[src/rtl/attack_sequencer.sv]
// attack_sequencer
//   Per-player attack controller. Each fighter walks through STARTUP, ACTIVE
//   and RECOVERY phases (light or heavy timing), lands at most one hit per
//   attack while the opponent is in range, and is knocked into HITSTUN when
//   struck. All state advances only on clk edges qualified by the game tick.
//
// Ports
//   clk, reset            system clock, asynchronous active-high reset
//   tick                  one-clk game-tick enable
//   game_active           0 forces both players idle and suppresses hits
//   pN_light, pN_heavy    attack buttons (level, edge-detected per tick)
//   pN_in_range           opponent is inside player N's hit range
//   pN_state              phase code (see table)
//   pN_heavy_sel          current attack is heavy
//   pN_hit, pN_damage     hit strobe (one tick period) and its damage
//   pN_busy               player is not idle
//
// state      | meaning
// -----------+-------------------------------------------
// S_IDLE     | no attack; accepts a new request
// S_STARTUP  | wind-up, cannot hit yet
// S_ACTIVE   | hitbox live; one hit may land
// S_RECOVERY | cool-down after the active window
// S_HITSTUN  | struck, locked out until the counter expires
module attack_sequencer #(
  parameter int unsigned LIGHT_STARTUP  = 2,
  parameter int unsigned LIGHT_ACTIVE   = 2,
  parameter int unsigned LIGHT_RECOVERY = 3,
  parameter int unsigned HEAVY_STARTUP  = 4,
  parameter int unsigned HEAVY_ACTIVE   = 2,
  parameter int unsigned HEAVY_RECOVERY = 6,
  parameter int unsigned HITSTUN        = 5,
  parameter int unsigned LIGHT_DMG      = 10,
  parameter int unsigned HEAVY_DMG      = 25,
  parameter int unsigned CNT_W          = 4
) (
  input  logic       clk,
  input  logic       reset,
  input  logic       tick,
  input  logic       game_active,
  input  logic       p1_light,
  input  logic       p1_heavy,
  input  logic       p2_light,
  input  logic       p2_heavy,
  input  logic       p1_in_range,
  input  logic       p2_in_range,
  output logic [2:0] p1_state,
  output logic [2:0] p2_state,
  output logic       p1_heavy_sel,
  output logic       p2_heavy_sel,
  output logic       p1_hit,
  output logic [8:0] p1_damage,
  output logic       p2_hit,
  output logic [8:0] p2_damage,
  output logic       p1_busy,
  output logic       p2_busy
);

  typedef enum logic [2:0] {
    S_IDLE     = 3'd0,
    S_STARTUP  = 3'd1,
    S_ACTIVE   = 3'd2,
    S_RECOVERY = 3'd3,
    S_HITSTUN  = 3'd4
  } phase_e;

  localparam logic [8:0] LDMG = 9'(LIGHT_DMG);
  localparam logic [8:0] HDMG = 9'(HEAVY_DMG);

  function automatic logic [CNT_W-1:0] ld(input int unsigned dur);
    return CNT_W'(dur - 1);
  endfunction

  // Index 0 is player 1, index 1 is player 2.
  phase_e           state_q [2];
  phase_e           state_d [2];
  logic [CNT_W-1:0] cnt_q   [2];
  logic [CNT_W-1:0] cnt_d   [2];
  logic [8:0]       dmg_q   [2];
  logic [8:0]       dmg_d   [2];
  logic [1:0]       heavy_q, heavy_d;
  logic [1:0]       done_q, done_d;
  logic [1:0]       hit_q, hit_d;
  logic [1:0]       light_prev_q, heavy_prev_q;

  logic [1:0] light_b, heavy_b, edge_l, edge_h, land, struck;

  assign light_b = {p2_light, p1_light};
  assign heavy_b = {p2_heavy, p1_heavy};
  assign edge_l  = light_b & ~light_prev_q;
  assign edge_h  = heavy_b & ~heavy_prev_q;

  assign land[0] = game_active && (state_q[0] == S_ACTIVE) && !done_q[0] && p1_in_range;
  assign land[1] = game_active && (state_q[1] == S_ACTIVE) && !done_q[1] && p2_in_range;
  // A player is struck by whatever the opponent lands this tick.
  assign struck  = {land[0], land[1]};

  always_comb begin
    for (int i = 0; i < 2; i++) begin
      state_d[i] = state_q[i];
      cnt_d[i]   = cnt_q[i];
      heavy_d[i] = heavy_q[i];
      done_d[i]  = done_q[i] | land[i];
      hit_d[i]   = land[i];
      dmg_d[i]   = land[i] ? (heavy_q[i] ? HDMG : LDMG) : 9'd0;

      if (!game_active) begin
        state_d[i] = S_IDLE;
        cnt_d[i]   = '0;
        heavy_d[i] = 1'b0;
        done_d[i]  = 1'b0;
      end else if (struck[i]) begin
        // Cancels any attack; also re-arms the lockout if already stunned.
        state_d[i] = S_HITSTUN;
        cnt_d[i]   = ld(HITSTUN);
        heavy_d[i] = 1'b0;
      end else begin
        if (state_q[i] != S_IDLE && cnt_q[i] != '0) cnt_d[i] = cnt_q[i] - 1'b1;
        unique case (state_q[i])
          S_IDLE: begin
            if (edge_h[i] || edge_l[i]) begin
              state_d[i] = S_STARTUP;
              heavy_d[i] = edge_h[i];
              cnt_d[i]   = edge_h[i] ? ld(HEAVY_STARTUP) : ld(LIGHT_STARTUP);
              done_d[i]  = 1'b0;
            end
          end
          S_STARTUP: begin
            if (cnt_q[i] == '0) begin
              state_d[i] = S_ACTIVE;
              cnt_d[i]   = heavy_q[i] ? ld(HEAVY_ACTIVE) : ld(LIGHT_ACTIVE);
            end
          end
          S_ACTIVE: begin
            if (cnt_q[i] == '0) begin
              state_d[i] = S_RECOVERY;
              cnt_d[i]   = heavy_q[i] ? ld(HEAVY_RECOVERY) : ld(LIGHT_RECOVERY);
            end
          end
          S_RECOVERY: begin
            if (cnt_q[i] == '0) begin
              state_d[i] = S_IDLE;
              heavy_d[i] = 1'b0;
            end
          end
          S_HITSTUN: begin
            if (cnt_q[i] == '0) state_d[i] = S_IDLE;
          end
          default: state_d[i] = S_IDLE;
        endcase
      end
    end
  end

  always_ff @(posedge clk or posedge reset) begin
    if (reset) begin
      state_q      <= '{default: S_IDLE};
      cnt_q        <= '{default: '0};
      dmg_q        <= '{default: '0};
      heavy_q      <= '0;
      done_q       <= '0;
      hit_q        <= '0;
      light_prev_q <= '0;
      heavy_prev_q <= '0;
    end else if (tick) begin
      state_q      <= state_d;
      cnt_q        <= cnt_d;
      dmg_q        <= dmg_d;
      heavy_q      <= heavy_d;
      done_q       <= done_d;
      hit_q        <= hit_d;
      // History tracks the buttons even while the game is paused.
      light_prev_q <= light_b;
      heavy_prev_q <= heavy_b;
    end
  end

  assign p1_state     = state_q[0];
  assign p2_state     = state_q[1];
  assign p1_heavy_sel = heavy_q[0];
  assign p2_heavy_sel = heavy_q[1];
  assign p1_hit       = hit_q[0];
  assign p2_hit       = hit_q[1];
  assign p1_damage    = dmg_q[0];
  assign p2_damage    = dmg_q[1];
  assign p1_busy      = (state_q[0] != S_IDLE);
  assign p2_busy      = (state_q[1] != S_IDLE);

endmodule

[config.mk]
export PLATFORM = sky130hd
export DESIGN_NAME = attack_sequencer
export DESIGN_NICKNAME = d
export VERILOG_FILES = /design/src/rtl/attack_sequencer.sv
export SDC_FILE = /design/constraint.sdc
export NUM_CORES = 1
export LEC_CHECK = 0
export ABC_AREA = 1
export CAP_MARGIN = 10
export CORE_MARGIN = 4
export CORE_UTILIZATION = 56
export DETAILED_ROUTE_END_ITERATION = 10
export PLACE_DENSITY = 0.86
export SYNTH_ARGS = -nofsm -noshare
export SYNTH_HDL_FRONTEND = slang
export SYNTH_SLANG_ARGS = --single-unit
[constraint.sdc]
create_clock -name clk -period 2.8 [get_ports clk]
set_clock_uncertainty 0.1 [all_clocks]
set_input_delay 0.56 -clock clk [delete_from_list [all_inputs] [get_ports clk]]
set_output_delay 0.56 -clock clk [all_outputs]
set_load 0.1 [all_outputs]
Word level (Yosys, flattened, before mapping)
Index checks and enable logic that the tools add are counted.
{ "classes": {"add_sub_neg": 2, "n_mul": 0, "div_mod_pow": 0, "order_cmp": 0, "eq_ne": 20, "shifts": 0, "mux": 54, "bitwise_logic": 6, "reduce_logical": 26} }
{ "op_table": {"columns": ["op", "n"], "rows": [
  ["$mux W4", 12],
  ["$mux W3", 14],
  ["$ne A4 B4 Y1 const B", 6],
  ["$pmux W3 S4", 2],
  ["$pmux W4 S3", 2],
  ["$mux W5", 4],
  ["$mux W1", 16],
  ["$eq A3 B2 Y1 const B", 4],
  ["$reduce_and A5 Y1", 2],
  ["$logic_and A1 B1 Y1", 8],
  ["$logic_not A4 Y1", 2],
  ["$ne A4 B1 Y1 const B", 2],
  ["$ne A4 B2 Y1 const B", 2],
  ["$ne A4 B3 Y1 const B", 2],
  ["$reduce_and A4 Y1", 2],
  ["$reduce_bool A4 Y1", 2],
  ["$sub A4 B1 Y4 const B", 2],
  ["$eq A3 B1 Y1 const B", 2],
  ["$eq A3 B3 Y1 const B", 2],
  ["$logic_not A3 Y1", 2],
  ["$reduce_bool A3 Y1", 2],
  ["$and A2 B2 Y2", 2],
  ["$mux W2", 2],
  ["$not A2 Y2", 2],
  ["other kinds (5)", 10]
]} }
{ "word_totals": {"ff_bits": 42, "latch_bits": 0, "ram_bits": 0, "mem_bits_ro": 0, "input_bits": 10, "output_inout_bits": 30, "mem_count": 0} }

Logic depth before layout (Yosys ltp)
{ "depth": {"ltp_word": 9, "mapped_depth": 10} }

Worst setup path before layout
No wires, ideal clock.
{ "synth_timing": {"kind": "reg2reg", "start": "register state_q, in the netlist p1_state[1]", "end": "register state_q, in the netlist p1_state[1]", "setup_time_ns": 0.123, "t_arrival_ns": 1.984, "required_time_ns": 2.577, "path_slack_ns": 0.593, "stages_incl_launch_ff": 10, "synth_period_minus_slack_ns": 2.207, "cell_sequence": "dfrtp_1 > inv_2 > nand2_4 > inv_2 > nand2_2 > nand3_2 > nand2_2 > nand2_2 > nand2_1 > nand2_1"} }
{ "synth_between": {"elab_chain_cells": 5} }
{ "synth_lines": {"columns": ["element", "line_no", "source"], "rows": [
  ["start, declared", "75", "phase_e state_q [2];"],
  ["start signal, assigned", "166", "state_q <= state_d;"],
  ["$eq A3 B3 Y1 / $eq A3 B2 Y1 (equally long branches)", "119", "unique case (state_q[i])"],
  ["$reduce_or A2 Y1 (no line)", null, null],
  ["$pmux W3 S4", "119", null],
  ["$mux W3", "112", "end else if (struck[i]) begin"],
  ["$mux W3", "107", "if (!game_active) begin"]
]} }
Several ways; a longest one is shown, not always the timed one.
A chain may end at the register's enable or synchronous reset.

Final worst setup path
{ "layout_timing": {"start": "register state_q, in the netlist p2_state[1]", "end": "output p2_busy"} }
{ "layout_between": {"elab_chain_cells": 1} }
{ "layout_lines": {"columns": ["element", "line_no", "source"], "rows": [
  ["$reduce_bool A3 Y1", "187", "assign p2_busy = (state_q[1] != S_IDLE);"],
  ["end, declared", "56", "output logic p2_busy"]
]} }
Every way passes these cells.

==> results.md <==
Detailed routing:
- The vias after detailed routing is around 1900.
- The first TritonRoute pass finished after 4 iterations.
- The final antenna-violating net count is 0.
- Wire segments on met2 add up to 1970 microns in the final route.
- Summed over all nets, wire length on met3 after detailed routing comes to approximately 290 microns.
- For this block, the initial DRC count from the detailed router was 118.
- The top routing layer in use is met4.
- The DRC violations left is 0.
- The detailed router put a total of approximately 2100 microns of wire on met1.
- After detailed routing, the total wire length is 4450 microns.
- After detailed routing, the number of vias per cell comes to approximately 5.1.
- Dividing the detail-routed wire length by the instance count gives between 10 and 15 microns.

Setup path:
- The worst setup path category is reg2out.
- Along the worst path, the maximum fanout reaches 8.
- The critical path's slowest cell is sky130_fd_sc_hd__dfrtp_1.
- The peak per-stage delay on the critical path is 0.49 ns.
- STA classifies the critical path startpoint as a flip-flop.
- The data required time at the worst endpoint is 2.14 ns.
- The critical path goes through nor2_2, nand2_4, buf_4.
- The critical path arrival is around 1.4 ns.
- The worst setup path is captured at a primary output.

Clock network:
- The level count of the clock H-tree is 1.
- The insertion delay of the later-clocked pin in the worst-skew pair is roughly 0.33 ns.
- The hold buffer count at CTS is 0.
- The clock tree from TritonCTS is built.
- The number of buffers created by CTS is 3.
- CTS saw 28 sinks.
- Post-CTS timing repair inserted 0 buffers for setup.
- Clock tree synthesis selected as its root buffer the cell sky130_fd_sc_hd__clkbuf_4.
- The number of cells upsized or downsized after cts is 0.
- The maximum buffer depth of the clock tree is 2.
- Clock-pin slew was measured on the worst setup and hold paths at ~0.15 ns.

Floorplan:
- The count of boundary I/O pins is 40.
- The floorplan die height is 68.2 microns.
- The horizontal extent of the die is 68.2 microns.
- After floorplanning, the core was divided into 21 placement rows.
- The core region is between 0.003 and 0.004 sq mm.
- The initial cell density of the core is between 50 and 60%.
- The full die area is roughly 0.0047 sq mm.

Synth:
- In the synthesized netlist, the number of instances is approximately 300.
- The share of synthesized area occupied by flip-flops and latches is between 30 and 40%.
- The fraction of registers with async set/reset is 100%.
- Counting flops and latches in the post-synthesis netlist gives 28.
- By instance count, the leading cell after synthesis is sky130_fd_sc_hd__nand2_1.
- The average instance area after synthesis is between 6 and 7 sq um.
- The fraction of synthesized cell area taken by the top area cell type is between 30% and 40%.
- The leading register cell type out of synthesis is sky130_fd_sc_hd__dfrtp_1.
- The number of distinct library cells after synthesis is 29.
- The synthesized netlist occupies a cell area of 0.00203 sq mm.
- The synthesis warning total is 0.
- In the synthesized netlist, the cells that appear most often are sky130_fd_sc_hd__nand2_1 (103), sky130_fd_sc_hd__inv_1 (33), sky130_fd_sc_hd__dfrtp_1 (28).
- By area the synthesized netlist is led by sky130_fd_sc_hd__dfrtp_1 (35%), sky130_fd_sc_hd__nand2_1 (19%), sky130_fd_sc_hd__nand3_1 (6.2%).
- The cell taking the most area after synthesis is sky130_fd_sc_hd__dfrtp_1.
- The synthesized design contains 0 enable-type register cells.

GRT:
- The largest net degree at the start of global routing is 29.
- The remaining global-route overflow is 0.
- Global routing used 21.3% of the available tracks.
- The initial antenna violation count is 0.
- The first global-routing pass estimated 7520 microns of wire.
- The number of global-route vias before repair is about 1700.

STA:
- The final-report setup violation count is 0.
- For the final routed database, the setup TNS stands at 0 ns.
- Setup repair after global routing left no endpoint under its margin.
- The worst setup slack after layout is approximately 0.71 ns.
- After layout, the worst path uses 74.8% of the clock period.
- After layout, the minimum clock period comes to 2.09 ns.
- The final-report max-slew violation count is 0.
- The count of endpoints failing hold in the final timing report is 0.
- The worst hold margin is 0.426 ns.
- The upper clock frequency limit is ~480 MHz.

Placed design:
- The last weighted congestion value of the routability-driven placer is a little under 0.9.
- The HPWL after detailed placement is around 3500 microns.
- The setup slack after placement is 0.739 ns.
- The number of buffer cells added on primary ports is 29.

Cells and area:
- The final-layout fill cell count is 319.
- The fraction of final layout cells sized beyond drive strength 1 is 18.7%.
- From synthesis to final layout, the design area changed by 14.2%.
- The number of diodes is 0.
- The total number of nets in the final design is 340.

Status:
- The flow ran to the end, and the final reports show no timing, DRC or antenna violations.

Run:
- The max-capacitance violation count is 0.

Pwr:
- The static leakage is around 0.0013 uW.
- IR analysis of the VDD net gives a maximum drop of between 0.6 and 0.7 mV.
- Power spread over the standard cell area amounts to between 1000 and 1500 mW/mm^2.

Hold path:
- The min-delay analysis places its worst path in the category reg2reg.
## placed cells by master (no fill, tap or decap)
cell type | Yosys | final
sky130_fd_sc_hd__nand4_1 | 3 | 3
sky130_fd_sc_hd__a21oi_1 | 5 | 5
sky130_fd_sc_hd__clkdlybuf4s50_1 | 0 | 9
sky130_fd_sc_hd__dfrtp_1 | 28 | 28
sky130_fd_sc_hd__o21ai_2 | 1 | 1
sky130_fd_sc_hd__nand3_2 | 4 | 4
sky130_fd_sc_hd__o21ai_1 | 7 | 7
sky130_fd_sc_hd__o21bai_1 | 2 | 2
sky130_fd_sc_hd__nand2_4 | 4 | 4
sky130_fd_sc_hd__inv_2 | 6 | 6
sky130_fd_sc_hd__o21ai_0 | 13 | 13
sky130_fd_sc_hd__a21oi_2 | 1 | 1
sky130_fd_sc_hd__a22oi_1 | 3 | 3
sky130_fd_sc_hd__nand2_2 | 9 | 9
sky130_fd_sc_hd__clkinv_1 | 1 | 1
sky130_fd_sc_hd__nor3_1 | 2 | 2
sky130_fd_sc_hd__conb_1 | 1 | 10
sky130_fd_sc_hd__nor2_4 | 4 | 4
sky130_fd_sc_hd__ha_1 | 2 | 2
sky130_fd_sc_hd__buf_4 | 14 | 23
sky130_fd_sc_hd__inv_1 | 33 | 33
sky130_fd_sc_hd__nor2_1 | 15 | 15
sky130_fd_sc_hd__xor2_1 | 2 | 2
sky130_fd_sc_hd__bufinv_16 | 0 | 1
sky130_fd_sc_hd__or2_1 | 2 | 2
sky130_fd_sc_hd__nand3_1 | 25 | 25
sky130_fd_sc_hd__nor2_2 | 5 | 5
sky130_fd_sc_hd__clkbuf_4 | 0 | 3
sky130_fd_sc_hd__nand2_1 | 103 | 103
sky130_fd_sc_hd__o31ai_1 | 1 | 1
## state kept, by name, summed over array words and instances (netlist names)
register,count
cnt_q,8
p1_damage,2
hit_q,1
p2_damage,3
p1_state,3
heavy_q,2
light_prev_q,2
p2_state,3
done_q,2
heavy_prev_q,2
## worst max-delay path: cells and delay by family (launching register included)
kind	cells	cell delay, ns
buf+inv	1	0.26
flops	1	0.49
simple gates	2	0.36
## layout make-up
class	instances	area [sq um]	area share (%)
Multi-Input combinational cell	223	1090	47.2
Sequential cell	28	701	30.2
Timing Repair Buffer	32	263	11.3
Inverter	40	150	6.48
Tap cell	46	57.6	2.48
Clock inverter	1	30.0	1.30
Clock buffer	3	22.5	0.971
## per-stage QoR
stage | instances | util, % | power, uW | instance area, sq um
detailed placement | 369 | 66.3 | 2590 | 2270
CTS | 373 | 67.9 | 2860 | 2320
finish | 373 | 67.9 | 2850 | 2320
floorplan | 308 | - | 2250 | 2060
global placement | 369 | 66.3 | 2540 | 2270
global route | 373 | 67.9 | 3100 | 2320
## metal layers
layer  vias to the layer above  track usage, %
li1                        970               -
met1                       858            29.9
met2                        64            33.3
met3                         6            4.11
met4                         0            6.20
met5                         -               0
## power by group
part | total (uW) | switching, uW | internal [uW]
clock network | 262 | 117 | 145
registers | 640 | 137 | 503
logic | 1950 | 1420 | 533
total | 2850 | 1670 | 1180
## worst paths after layout
| path | slack, ns | from | endpoint | cells after the start |
|---|---|---|---|---|
| min reg2reg | 0.43 | cnt_q[0] | cnt_q[0] | 2 |
| max in group asynchronous | 1.86 | reset | cnt_q[2] | 3 |
| max reg2reg | 1.15 | cnt_q[4] | cnt_q[7] | 8 |
| min in group asynchronous | 0.47 | reset | p2_state[0] | 3 |
| max | 0.71 | p2_state[1] | p2_busy | 3 |
| min | 0.43 | cnt_q[0] | cnt_q[0] | 2 |
## kinds of logic after synthesis
family	synth area share, %
buf+inv	13.2
flops	34.5
xor+xnor	0.863
compound gates	9.25
other cells	0.185
fa+ha+maj	1.23
simple gates	40.8
(Power assumes the default switching activity.)
==> patch 1: new RTL, same settings <==
Change the parameter `CNT_W` from 4 to 6.
--- a/src/rtl/attack_sequencer.sv
+++ b/src/rtl/attack_sequencer.sv
@@ -33,5 +33,5 @@
   parameter int unsigned LIGHT_DMG      = 10,
   parameter int unsigned HEAVY_DMG      = 25,
-  parameter int unsigned CNT_W          = 4
+  parameter int unsigned CNT_W          = 6
 ) (
   input  logic       clk,
Check against the original RTL: no difference found for any inputs over 4 cycles, from zero or initial values and one cycle with reset high; that may be too few to reach the edited logic, so the function may still have changed.
==> patch 1 against the unedited design <==
Wire length up 9.5%; worst setup slack better by 89 ps; highest routed layer unchanged; synthesized cell count up 8.4%; cell area up 14%; utilization down 1.8 points; sequential cell count up 4; non-clock buffer count unchanged; register-to-register slack worse by 90 ps; area after synthesis up 14%.
Power is not shown: default switching activity piles up to over one toggle a cycle in this logic, so the estimate is an artifact.
==> patch 1: results <==
<?xml version="1.0" encoding="UTF-8"?>
<metrics>
  <group name="clocking">
    <metric name="clock_insertion_delay_worst_skew" unit="ps">280</metric>
    <metric name="cts.clk_slew.worst_paths" unit="ps">60</metric>
    <metric name="tritoncts.num_buffers" unit="">5</metric>
    <metric name="post_cts.resized_instances" unit="">0</metric>
    <metric name="cts.htree.levels" unit="">2</metric>
    <metric name="cts_root_buffer" unit="">clkbuf_8</metric>
    <metric name="cts_post_setup_buffers_inserted" unit="">0</metric>
    <metric name="cts_max_path_buffers" unit="">2</metric>
  </group>
  <group name="critical_path">
    <metric name="max_stage_delay" unit="ps">440</metric>
    <metric name="critical-path-top-delay-family" unit="">flip-flops</metric>
    <metric name="critPathArrivalTime" unit="ps">1350</metric>
    <metric name="critical_path_peak_fanout" unit="">10</metric>
    <metric name="critical_path.startpoint" unit="">p2_state[2]$_DFFE_PP0P_</metric>
    <metric name="critical_path.slowest_cell" unit="">dfrtp_1</metric>
    <metric name="worst-r2r-cell-count" unit="">9</metric>
    <metric name="worstReg2RegStart" unit="">cnt_q[6]$_DFFE_PP0P_</metric>
  </group>
  <group name="synthesis">
    <metric name="seq_area_frac_synth" unit="%">34.7</metric>
    <metric name="synth_warnings" unit="">0</metric>
    <metric name="synth.top_cells.by_area" unit="">dfrtp_1, nand2_1, inv_1</metric>
    <metric name="synthTopCellsByCount" unit="">nand2_1, inv_1, dfrtp_1, nand3_1, nor2_1</metric>
    <metric name="async_reset_ff_share" unit="%">100</metric>
    <metric name="synth_cell_type_count" unit="">33</metric>
  </group>
  <group name="layout">
    <metric name="design.final.nets" unit="">369</metric>
    <metric name="final_layout_size_suffix_gt1_share" unit="%">17.1</metric>
    <metric name="num-fill-cells" unit="">358</metric>
    <metric name="antenna_cells" unit="">0</metric>
    <metric name="largest_register" unit="">cnt_q</metric>
    <metric name="largest_register_ffs" unit="">12</metric>
  </group>
  <group name="worst_hold_path">
    <metric name="worst_hold_path.num_cells" unit="">2</metric>
    <metric name="startpoint_of_the_most_critical_hold_path" unit="">p2_damage[1]$_DFFE_PP0P_</metric>
    <metric name="hp_class" unit="">flop to flop</metric>
  </group>
  <group name="outcome">
    <metric name="outcome" unit="">complete, no violations</metric>
  </group>
  <group name="drt">
    <metric name="drt_pass1_iterations" unit="">4</metric>
    <metric name="routedWlPerCell" unit="µm">12.0</metric>
    <metric name="detail_route.iter0.violations" unit="">143</metric>
    <metric name="detailroute.via_count" unit="">2091</metric>
  </group>
  <group name="placed_design">
    <metric name="post-dp-hpwl" unit="mm">3.81</metric>
    <metric name="number_of_buffers_inserted_by_port_buffering" unit="">29</metric>
    <metric name="routabilityCongestion" unit="">0.955</metric>
  </group>
  <group name="grt">
    <metric name="grt_pass1_wl" unit="mm">8.57</metric>
    <metric name="grt_pass1_vias" unit="">1921</metric>
    <metric name="grt_max_degree" unit="">33</metric>
    <metric name="grt_antenna_before_repair" unit="">0</metric>
    <metric name="gr-usage-all-layers" unit="%">20.6</metric>
  </group>
</metrics>
-- patch 1: changes by cell type after synthesis, moves of 4 or more --
cell     unedited run  this run
a21oi_1             5        10
dfrtp_1            28        32
inv_1              33        38
nand2_1           103       111
nand2_2             9         4
nor2_2              5         1
nor2_4              4         8
xor2_1              2         6
-- patch 1: worst paths after layout --
kind,slack (ps),end
setup / recovery,790,p2_busy
hold / removal,390,p2_damage[1]$_DFFE_PP0P_
setup reg to reg,1060,p1_state[0]$_DFFE_PP0P_
hold reg to reg,390,p2_damage[1]$_DFFE_PP0P_
max in group asynchronous,1740,p2_state[0]$_DFFE_PP0P_
min in group asynchronous,560,cnt_q[6]$_DFFE_PP0P_
-- patch 1: stage by stage --
step                      setup WS (ps)  cells  area, µm²  hold WS, ps
after detailed placement            610    398       2550          382
final                               795    406       2640          389
after floorplan                     559    333       2340          371
after CTS                           789    406       2640          398
after global placement              616    398       2550          375
after global routing                716    406       2640          433
-- patch 1: cell type report --
type / count / share of cell area, %
well taps: 50 / 2.37
inverters: 43 / 6.21
clock buffers: 8 / 3.41
repair buffers: 32 / 9.95
flip-flops and latches: 32 / 30.3
multi-input cells: 241 / 47.7
-- patch 1: cell families after synthesis --
group | Yosys count | synth area share [%]
AOI/OAI and AO/OA | 36 | 9.75
xor gates and xnor gates | 6 | 2.27
adders and majority gates | 4 | 2.17
buffers and inverters | 60 | 12.2
DFF | 32 | 34.7
other | 1 | 0.162
and+or+nand+nor | 185 | 38.8
-- patch 1: routing by layer --
metal	vias to the layer above	wire length, µm	part of all wire (%)	GRT usage [%]
li1	1057	-	-	-
met1	953	2320	48	29.4
met2	69	2140	44	31.1
met3	12	312	6.4	3.05
met4	0	90	1.8	8.77
met5	-	0	0	0
==> patch 2: new RTL, config.mk and constraints unchanged <==
Made on the original files. Register the input `p1_in_range` before use. The logic sees it one clock later. The other inputs are not delayed to match.
--- a/src/rtl/attack_sequencer.sv
+++ b/src/rtl/attack_sequencer.sv
@@ -68,4 +68,10 @@
   localparam logic [8:0] HDMG = 9'(HEAVY_DMG);
 
+  logic p1_in_range_q;
+
+  always_ff @(posedge clk) begin
+    p1_in_range_q <= p1_in_range;
+  end
+
   function automatic logic [CNT_W-1:0] ld(input int unsigned dur);
     return CNT_W'(dur - 1);
@@ -91,5 +97,5 @@
   assign edge_h  = heavy_b & ~heavy_prev_q;
 
-  assign land[0] = game_active && (state_q[0] == S_ACTIVE) && !done_q[0] && p1_in_range;
+  assign land[0] = game_active && (state_q[0] == S_ACTIVE) && !done_q[0] && p1_in_range_q;
   assign land[1] = game_active && (state_q[1] == S_ACTIVE) && !done_q[1] && p2_in_range;
   // A player is struck by whatever the opponent lands this tick.
Formal check against the unedited RTL: not equivalent (a bounded check fails within 10 cycles, from zero or initial values and one cycle with reset high).
==> patch 2 against the unedited design <==
Cell area fell by 2.5%; wire length fell by 0.90%; worst setup slack improved by 13 ps; largest cell class unchanged; sequential cell count rose by 1; clock power rose by 12%; area after synthesis fell by 3.1%; power fell by 5.5%.
==> patch 2: results <==
<?xml version="1.0" encoding="UTF-8"?>
<metrics>
  <group name="pwr">
    <metric name="internal_power" unit="mW">1.12</metric>
    <metric name="p_seq_share" unit="%">23.7</metric>
    <metric name="clock_power" unit="mW">0.293</metric>
    <metric name="leakagePower" unit="nW">1.26</metric>
    <metric name="p_sw" unit="mW">1.58</metric>
    <metric name="vdd_drop_max" unit="µV">926</metric>
  </group>
  <group name="synthesis">
    <metric name="synth_compound_gate_area_share" unit="%">12.0</metric>
    <metric name="postSynthRegisterBits" unit="">29</metric>
    <metric name="post_synthesis_adder_cell_area_fraction" unit="%">1.27</metric>
    <metric name="seq_area_frac_synth" unit="%">36.6</metric>
    <metric name="synth-xor-area-share" unit="%">0.891</metric>
    <metric name="synth.top_cells.by_area" unit="">dfrtp_1, nand2_1, nand3_1</metric>
    <metric name="netlist_instances" unit="">289</metric>
    <metric name="async_reset_ff_share" unit="%">96.6</metric>
    <metric name="synthTopCellsByCount" unit="">nand2_1, inv_1, dfrtp_1, nand3_1, o21ai_1</metric>
  </group>
  <group name="drt">
    <metric name="detail_route.iter0.violations" unit="">91</metric>
    <metric name="via_per_inst" unit="">5.09</metric>
    <metric name="post_route_wl" unit="mm">4.41</metric>
    <metric name="drt_pass1_iterations" unit="">5</metric>
  </group>
  <group name="layout">
    <metric name="clkCellAreaFrac" unit="%">3.10</metric>
    <metric name="final.clkbuf_count" unit="">7</metric>
    <metric name="final_layout_size_suffix_gt1_share" unit="%">18.2</metric>
    <metric name="nonClockBufferCount" unit="">31</metric>
    <metric name="nNonClkInverters" unit="">41</metric>
    <metric name="area_share_nonclk_buffers" unit="%">11.3</metric>
    <metric name="final_cell_count_no_fill" unit="">365</metric>
    <metric name="multiInputCombCellCount" unit="">210</metric>
  </group>
  <group name="critical_path">
    <metric name="critical_path.startpoint" unit="">p1_state[1]$_DFFE_PP0P_</metric>
    <metric name="worst_setup_path_endpoint" unit="">p1_busy</metric>
    <metric name="worstReg2RegStart" unit="">cnt_q[0]$_DFFE_PP0P_</metric>
    <metric name="worst-r2r-cell-count" unit="">9</metric>
  </group>
  <group name="worst_hold_path">
    <metric name="startpoint_of_the_most_critical_hold_path" unit="">done_q[0]$_DFFE_PP0P_</metric>
    <metric name="whs_endpoint" unit="">done_q[0]$_DFFE_PP0P_</metric>
  </group>
  <group name="grt">
    <metric name="grt_pass1_wl" unit="mm">7.29</metric>
    <metric name="grt_pass1_vias" unit="">1566</metric>
  </group>
  <group name="placed_design">
    <metric name="placed_cell_count" unit="">357</metric>
  </group>
  <group name="clocking">
    <metric name="cts.clk_slew.worst_paths" unit="ps">90</metric>
  </group>
  <group name="outcome">
    <metric name="outcome" unit="">complete, no violations</metric>
  </group>
</metrics>
-- patch 2: cell count changes after synthesis, sizes merged, moves of 2 or more --
cell,delta
nand3,-4
inv,+2
or2,-2
nor3,+2
nand4,-2
nand2,-16
o21ai,+8
a22oi,-2
-- patch 2: kinds of logic (layout without fill, tap and decap cells) --
kind of cell | after synthesis | after routing
AO/OA/AOI/OAI | 41 | 41
other | 1 | 10
flip-flops | 29 | 29
XOR/XNOR | 2 | 2
AND/OR/NAND/NOR | 155 | 155
buffers and inverters | 59 | 80
adder cells (fa/ha/maj) | 2 | 2
-- patch 2: metrics by stage --
step	area (µm²)	setup WS (ps)	hold WS [ps]
floorplan	2000	468	351
global route	2260	638	438
finish	2260	719	399
detailed placement	2190	731	374
global placement	2190	813	368
CTS	2260	716	401
-- patch 2: per-layer routing --
metal | global-route usage, % | share of wire [%]
met4 | 6.08 | 1.1
met1 | 29.9 | 45
met3 | 6.49 | 8.7
met2 | 33.1 | 45
met5 | 0 | 0
